## src/rtl/mxrv_div.sv

```systemverilog
// mxrv_div: multi-cycle RV32M divider (DIV, DIVU, REM, REMU) beside execute.
// Restoring shift-subtract, one quotient bit per cycle. Division by zero and
// signed overflow are resolved in START without iterating.
//
// state | meaning
// IDLE  | waiting for a request from execute
// START | classify operands; resolve special cases or load magnitudes
// CALC  | DATA_W shift-subtract iterations
// END   | result_o/rd_o valid, ready_o strobe
module mxrv_div #(
  parameter int DATA_W     = 32,
  parameter int REG_ADDR_W = 5,
  parameter int CNT_W      = 6
) (
  input  logic                  clk,
  input  logic                  rst_n,
  input  logic                  start_i,
  input  logic [DATA_W-1:0]     dividend_i,
  input  logic [DATA_W-1:0]     divisor_i,
  input  logic [2:0]            op_i,
  input  logic [REG_ADDR_W-1:0] rd_i,
  input  logic                  flush_i,
  output logic                  busy_o,
  output logic                  ready_o,
  output logic [DATA_W-1:0]     result_o,
  output logic [REG_ADDR_W-1:0] rd_o
);

  typedef enum logic [1:0] {
    S_IDLE  = 2'd0,
    S_START = 2'd1,
    S_CALC  = 2'd2,
    S_END   = 2'd3
  } state_e;

  localparam logic [DATA_W-1:0] MIN_NEG = {1'b1, {(DATA_W-1){1'b0}}};
  localparam logic [CNT_W-1:0]  CNT_LAST = CNT_W'(DATA_W - 1);

  state_e                  state_q;
  logic [2:0]              op_q;
  logic [REG_ADDR_W-1:0]   rd_q;
  // a_q holds the raw dividend until START, then the magnitude that shifts
  // out MSB-first while quotient bits shift in at the LSB.
  logic [DATA_W-1:0]       a_q;
  logic [DATA_W-1:0]       b_q;
  logic [DATA_W-1:0]       rem_q;
  logic [CNT_W-1:0]        cnt_q;
  logic                    qneg_q;
  logic                    rneg_q;
  logic                    busy_q;
  logic                    ready_q;
  logic [DATA_W-1:0]       result_q;
  logic [REG_ADDR_W-1:0]   rdo_q;

  logic                    is_signed;
  logic [DATA_W:0]         rem_sh;
  logic [DATA_W:0]         diff;
  logic                    ge;
  logic [DATA_W-1:0]       rem_d;
  logic [DATA_W-1:0]       quo_d;
  logic [DATA_W-1:0]       quo_fix;
  logic [DATA_W-1:0]       rem_fix;

  assign is_signed = ~op_q[0];

  // One restoring step plus the sign fix applied to its outcome on the last step.
  always_comb begin
    rem_sh  = {rem_q, a_q[DATA_W-1]};
    diff    = rem_sh - {1'b0, b_q};
    ge      = (rem_sh >= {1'b0, b_q});
    rem_d   = ge ? diff[DATA_W-1:0] : rem_sh[DATA_W-1:0];
    quo_d   = {a_q[DATA_W-2:0], ge};
    quo_fix = qneg_q ? (~quo_d + 1'b1) : quo_d;
    rem_fix = rneg_q ? (~rem_d + 1'b1) : rem_d;
  end

  // Sequencer FSM with registered outputs.
  always_ff @(posedge clk or negedge rst_n) begin
    if (!rst_n) begin
      state_q  <= S_IDLE;
      op_q     <= '0;
      rd_q     <= '0;
      a_q      <= '0;
      b_q      <= '0;
      rem_q    <= '0;
      cnt_q    <= '0;
      qneg_q   <= 1'b0;
      rneg_q   <= 1'b0;
      busy_q   <= 1'b0;
      ready_q  <= 1'b0;
      result_q <= '0;
      rdo_q    <= '0;
    end else if (flush_i) begin
      // Abort whatever is in flight; result_o/rd_o keep the last delivered value.
      state_q <= S_IDLE;
      busy_q  <= 1'b0;
      ready_q <= 1'b0;
    end else begin
      case (state_q)
        S_IDLE: begin
          ready_q <= 1'b0;
          if (start_i) begin
            a_q     <= dividend_i;
            b_q     <= divisor_i;
            op_q    <= op_i;
            rd_q    <= rd_i;
            busy_q  <= 1'b1;
            state_q <= S_START;
          end
        end
        S_START: begin
          if (b_q == '0) begin
            // Quotient all ones, remainder is the dividend untouched.
            result_q <= op_q[1] ? a_q : '1;
            rdo_q    <= rd_q;
            ready_q  <= 1'b1;
            busy_q   <= 1'b0;
            state_q  <= S_END;
          end else if (is_signed && (a_q == MIN_NEG) && (b_q == '1)) begin
            result_q <= op_q[1] ? '0 : MIN_NEG;
            rdo_q    <= rd_q;
            ready_q  <= 1'b1;
            busy_q   <= 1'b0;
            state_q  <= S_END;
          end else begin
            a_q     <= (is_signed && a_q[DATA_W-1]) ? (~a_q + 1'b1) : a_q;
            b_q     <= (is_signed && b_q[DATA_W-1]) ? (~b_q + 1'b1) : b_q;
            qneg_q  <= is_signed & (a_q[DATA_W-1] ^ b_q[DATA_W-1]);
            rneg_q  <= is_signed & a_q[DATA_W-1];
            rem_q   <= '0;
            cnt_q   <= '0;
            state_q <= S_CALC;
          end
        end
        S_CALC: begin
          rem_q <= rem_d;
          a_q   <= quo_d;
          cnt_q <= cnt_q + 1'b1;
          if (cnt_q == CNT_LAST) begin
            result_q <= op_q[1] ? rem_fix : quo_fix;
            rdo_q    <= rd_q;
            ready_q  <= 1'b1;
            busy_q   <= 1'b0;
            state_q  <= S_END;
          end
        end
        S_END: begin
          // A start_i seen here is dropped; the next request comes from IDLE.
          ready_q <= 1'b0;
          state_q <= S_IDLE;
        end
        default: begin
          busy_q  <= 1'b0;
          ready_q <= 1'b0;
          state_q <= S_IDLE;
        end
      endcase
    end
  end

  assign busy_o   = busy_q;
  assign ready_o  = ready_q;
  assign result_o = result_q;
  assign rd_o     = rdo_q;

endmodule

```

## config.mk

```make
export PLATFORM = sky130hd
export DESIGN_NAME = mxrv_div
export DESIGN_NICKNAME = d
export VERILOG_FILES = /design/src/rtl/mxrv_div.sv
export SDC_FILE = /design/constraint.sdc
export NUM_CORES = 1
export LEC_CHECK = 0
export ABC_AREA = 1
export ABC_CLOCK_PERIOD_IN_PS = 8600
export CORE_ASPECT_RATIO = 1.2
export CORE_UTILIZATION = 55
export CTS_BUF_LIST = sky130_fd_sc_hd__clkbuf_8
export DETAILED_ROUTE_END_ITERATION = 12
export GPL_ROUTABILITY_DRIVEN = 0
export HOLD_SLACK_MARGIN = 0.06
export PLACE_DENSITY = 0.76
export SLEW_MARGIN = 20
export SYNTH_ARGS = -nofsm -noshare
export SYNTH_HDL_FRONTEND = slang
export SYNTH_SLANG_ARGS = --single-unit
```

## constraint.sdc

```tcl
create_clock -name clk -period 8.6 [get_ports clk]
set_input_delay 1.72 -clock clk [delete_from_list [all_inputs] [get_ports clk]]
set_output_delay 1.72 -clock clk [all_outputs]
set_load 0.03 [all_outputs]
```

==> results.sh <==
export IMPL_yosysTopAreaCellShare_pct=28.46
export IMPL_cp_top_family="simple AND/OR/NAND/NOR gates"
export IMPL_wire_per_inst_um=18.41
export IMPL_clkSinkCount=152
export IMPL_period_minus_slack_ns=5.095
export IMPL_max_stage_delay_ns=0.52
export IMPL_dieArea_um2=24930
export IMPL_postCtsResizedCells=0
export IMPL_outcome="finished clean"
export IMPL_arrival_ns=5.47
export IMPL_worstPathRequired_ns=8.97
export IMPL_ios=115
export IMPL_portBuffers=113
export IMPL_holdPathStages=2
export IMPL_antenna_found_initial=0
export IMPL_max_slew_margin_rel_pct=40.42
export IMPL_power_density_nw_per_um2=305.0
export IMPL_cts_buffer_depth=2
export IMPL_synth_nets=2232
export IMPL_synth_edf_count=0
export IMPL_clk_latency_ns=0.48
export IMPL_yosysUniqueCellTypes=54
export IMPL_crit_path_max_fanout=57
export IMPL_grt_start_max_net_pins=88
export IMPL_worst_path_stages=24
export IMPL_finalSetupViolations=0
export IMPL_leakage_nw=7.427
export IMPL_critPathLaunchType="flip-flop"
export IMPL_worst_pin_slew_ns=0.8883
export IMPL_hold_violations=0
export IMPL_cts_tree="yes"
export IMPL_drc_errors=0
export IMPL_first_global_vias=13779
export IMPL_drt_wl_total_um=46330
export IMPL_die_x_um=144.3
export IMPL_cts_clk_slew_worst_paths_ns=0.09
export IMPL_slew_violations=0
export IMPL_antenna_cells=0
export IMPL_ant_nets=0
export IMPL_r2r_start="b_q[7]"
export IMPL_drt_iter0_markers=1695
export IMPL_grt_usage_pct=37.75
export IMPL_dpl_hpwl_um=34890
export IMPL_total_power_mw=4.606
export IMPL_ir_worst_vdd_mv=0.2073
export IMPL_ys_top_cells_by_area="dfrtp_1, nand2_1, inv_1, nand3_1, o21ai_0"
export IMPL_hold_ws_ns=0.4655
export IMPL_rsz0062_at_grt="false"
export IMPL_placement_cell_area_um2=14690
export IMPL_ys_seq_area_share_pct=28.46
export IMPL_ys_warn_count=0
export IMPL_maxCapViolations=0
export IMPL_initial_utilization_pct=55.94
export IMPL_cts_root_buf="clkbuf_8"
export IMPL_layout_nets=2304
export IMPL_syn_inst=2113
export IMPL_final_area_um2=15100
export IMPL_fin_skew_ns=0.01343
export IMPL_path_class="flip-flop to flip-flop"
export IMPL_numCtsBuffers=17
export IMPL_via_per_inst=5.943
export IMPL_fin_setup_tns_ns=0
export IMPL_hold_buffers=0
export IMPL_worstHoldStart="rd_q[2]"
export IMPL_crit_end="result_o[16]"
export IMPL_critPathCaptureType="flip-flop"
export IMPL_grt_overflow=0
export IMPL_r2r_slack_ns=3.50
export IMPL_drive_above_1_share_pct=5.917
export IMPL_htreeDepth=4
export IMPL_area_growth_pct=12.98
export IMPL_yosys_area_top_type="dfrtp_1"
export IMPL_synthFlopType="dfrtp_1"
export IMPL_r2r_end="result_o[16]"
export IMPL_worst_path_buf_inv=5
export IMPL_grt_pass1_wl_um=72020
export IMPL_async_flop_share_pct=100.0
export IMPL_period_share_pct=59.25
export IMPL_vias=14958
export IMPL_post_cts_buffers=0
export IMPL_hold_path_class="flip-flop to flip-flop"
export IMPL_path_cells="inv_1, ha_1, nand2_1, nor2_1, nand3_1, nor2_1, nand2_1, nand2_1, nor2_4, nand2_4, inv_2, ha_1, inv_1, nor2_1, inv_1, nor2_1, inv_1, nor2_1, nor2_1, nand2_1, a31oi_1, o21ai_0, nand2_1, nand2_1"
export IMPL_final_util_pct=63.20
export IMPL_r2r_cells=24
export IMPL_avgSynthCellArea_um2=6.325
export IMPL_dr_pass1_iters=6
export IMPL_rows=62
export IMPL_fp_dieH_um=172.8
export IMPL_slowest_stage="nand2_4"
export IMPL_ys_ff_latch=152
export IMPL_fmax_ghz=0.1963
export IMPL_cp_startpoint="b_q[7]"
export IMPL_synth_area_um2=13370
export IMPL_core_um2=23890
-- sequential cells by signal, summed over array words and instances (netlist names) --
register / count
state_q: 2
busy_o: 1
ready_o: 1
cnt_q: 6
result_o: 32
rd_o: 5
op_q: 2
qneg_q: 1
rem_q: 32
rneg_q: 1
b_q: 32
rd_q: 5
a_q: 32
-- worst min-delay path by stage --
| stage | end | slack, ns |
|---|---|---|
| 2_1_floorplan | rd_o[0] | 0.44 |
| 3_3_place_gp | rd_o[2] | 0.45 |
| 3_5_place_dp | rd_o[2] | 0.45 |
| 4_1_cts | rd_o[2] | 0.47 |
| 5_1_grt | result_o[17] | 0.51 |
| 6_report | rd_o[2] | 0.47 |
-- through the flow --
| stage | setup WS (ns) | instances |
|---|---|---|
| global placement | 3.840 | 2485 |
| finish | 3.505 | 2517 |
| CTS | 3.787 | 2516 |
| global route | 3.119 | 2517 |
| floorplan | 5.332 | 2113 |
| detailed placement | 3.820 | 2485 |
-- cell usage in the layout, fill, tap and decap left out, drive strengths merged --
master / n
a211oi: 4
a21oi: 134
a22o: 35
a22oi: 2
a31oi: 8
a41oi: 1
and2: 2
and3: 1
buf: 17
bufinv: 2
clkbuf: 18
clkdlybuf4s50: 112
clkinv: 5
clkinvlp: 4
dfrtp: 152
fa: 1
ha: 42
inv: 263
mux2: 4
nand2: 614
nand3: 188
nand3b: 1
nand4: 40
nor2: 219
nor3: 26
nor4: 9
o2111ai: 2
o211ai: 48
o21a: 1
o21ai: 183
o21bai: 7
o221ai: 4
o22ai: 3
o311ai: 1
o31a: 1
o31ai: 7
or2: 10
xnor2: 3
xor2: 23
-- area by class of cell --
class	instances	area, µm²
clock inverter	13	132.6
fill	2374	8792
timing repair buffer	129	1272
multi-input combinational	1624	8264
inverter	261	979.7
tap	320	400.4
clock buffer	18	247.7
sequential	152	3804
-- cells by family (layout without fill, tap and decap cells) --
| group | after synthesis | after routing | synth area share (%) |
|---|---|---|---|
| simple gates | 1110 | 1110 | 35.85 |
| mux | 4 | 4 | 0.3370 |
| xor+xnor | 26 | 26 | 1.704 |
| flops | 152 | 152 | 28.46 |
| compound gates | 441 | 441 | 19.72 |
| buf+inv | 337 | 421 | 9.848 |
| fa+ha+maj | 43 | 43 | 4.082 |
-- where the power goes --
part           internal [mW]  switching [mW]  leakage [nW]
clock                  0.262           0.300         0.191
combinational          0.849            1.96          5.26
sequential             0.965           0.272          1.97
total                   2.08            2.53          7.43
-- Yosys cell counts, types with 3 or more instances --
cell type and instances:
o31ai_1 6, a21oi_2 17, nand2_2 9, o21bai_1 7, o211ai_1 48, nand3_1 183, nand4_1 39, o22ai_1 3
xor2_1 23, inv_2 9, a31oi_1 8, inv_1 249, nor2_1 205, clkbuf_1 52, dfrtp_1 152, ha_1 42
xnor2_1 3, buf_4 3, a22o_1 35, nor3_2 4, nor2_2 8, nand3_2 5, mux2_2 4, buf_6 4
nor3_1 20, nor4_1 8, clkinv_1 3, nand2_1 602, buf_2 8, or2_2 9, nand2_4 3, buf_1 9
a21oi_1 117, o221ai_1 4, o21ai_1 15, a211oi_1 4, nor2_4 6, o21ai_0 166
-- worst register-to-register path: stages, from the launching register on --
cell and delay, ns:
dfrtp_1 0.50, inv_1 0.23, ha_1 0.43, nand2_1 0.12, nor2_1 0.30, nand3_1 0.13, nor2_1 0.11, nand2_1 0.08
nand2_1 0.12, nor2_4 0.10, nand2_4 0.52, inv_2 0.40, ha_1 0.31, inv_1 0.07, nor2_1 0.04, inv_1 0.12
nor2_1 0.07, inv_1 0.11, nor2_1 0.06, nor2_1 0.20, nand2_1 0.08, a31oi_1 0.38, o21ai_0 0.28, nand2_1 0.15
nand2_1 0.05
-- metal layers --
| metal | vias to the layer above | part of all wire, % | GRT usage [%] |
|---|---|---|---|
| li1 | 7148 | - | - |
| met1 | 6852 | 38 | 45.71 |
| met2 | 783 | 46 | 60.58 |
| met3 | 175 | 7.9 | 5.732 |
| met4 | 0 | 8.1 | 27.11 |
| met5 | - | 0 | 0 |
Note: power is estimated with default switching activity, not from simulation.
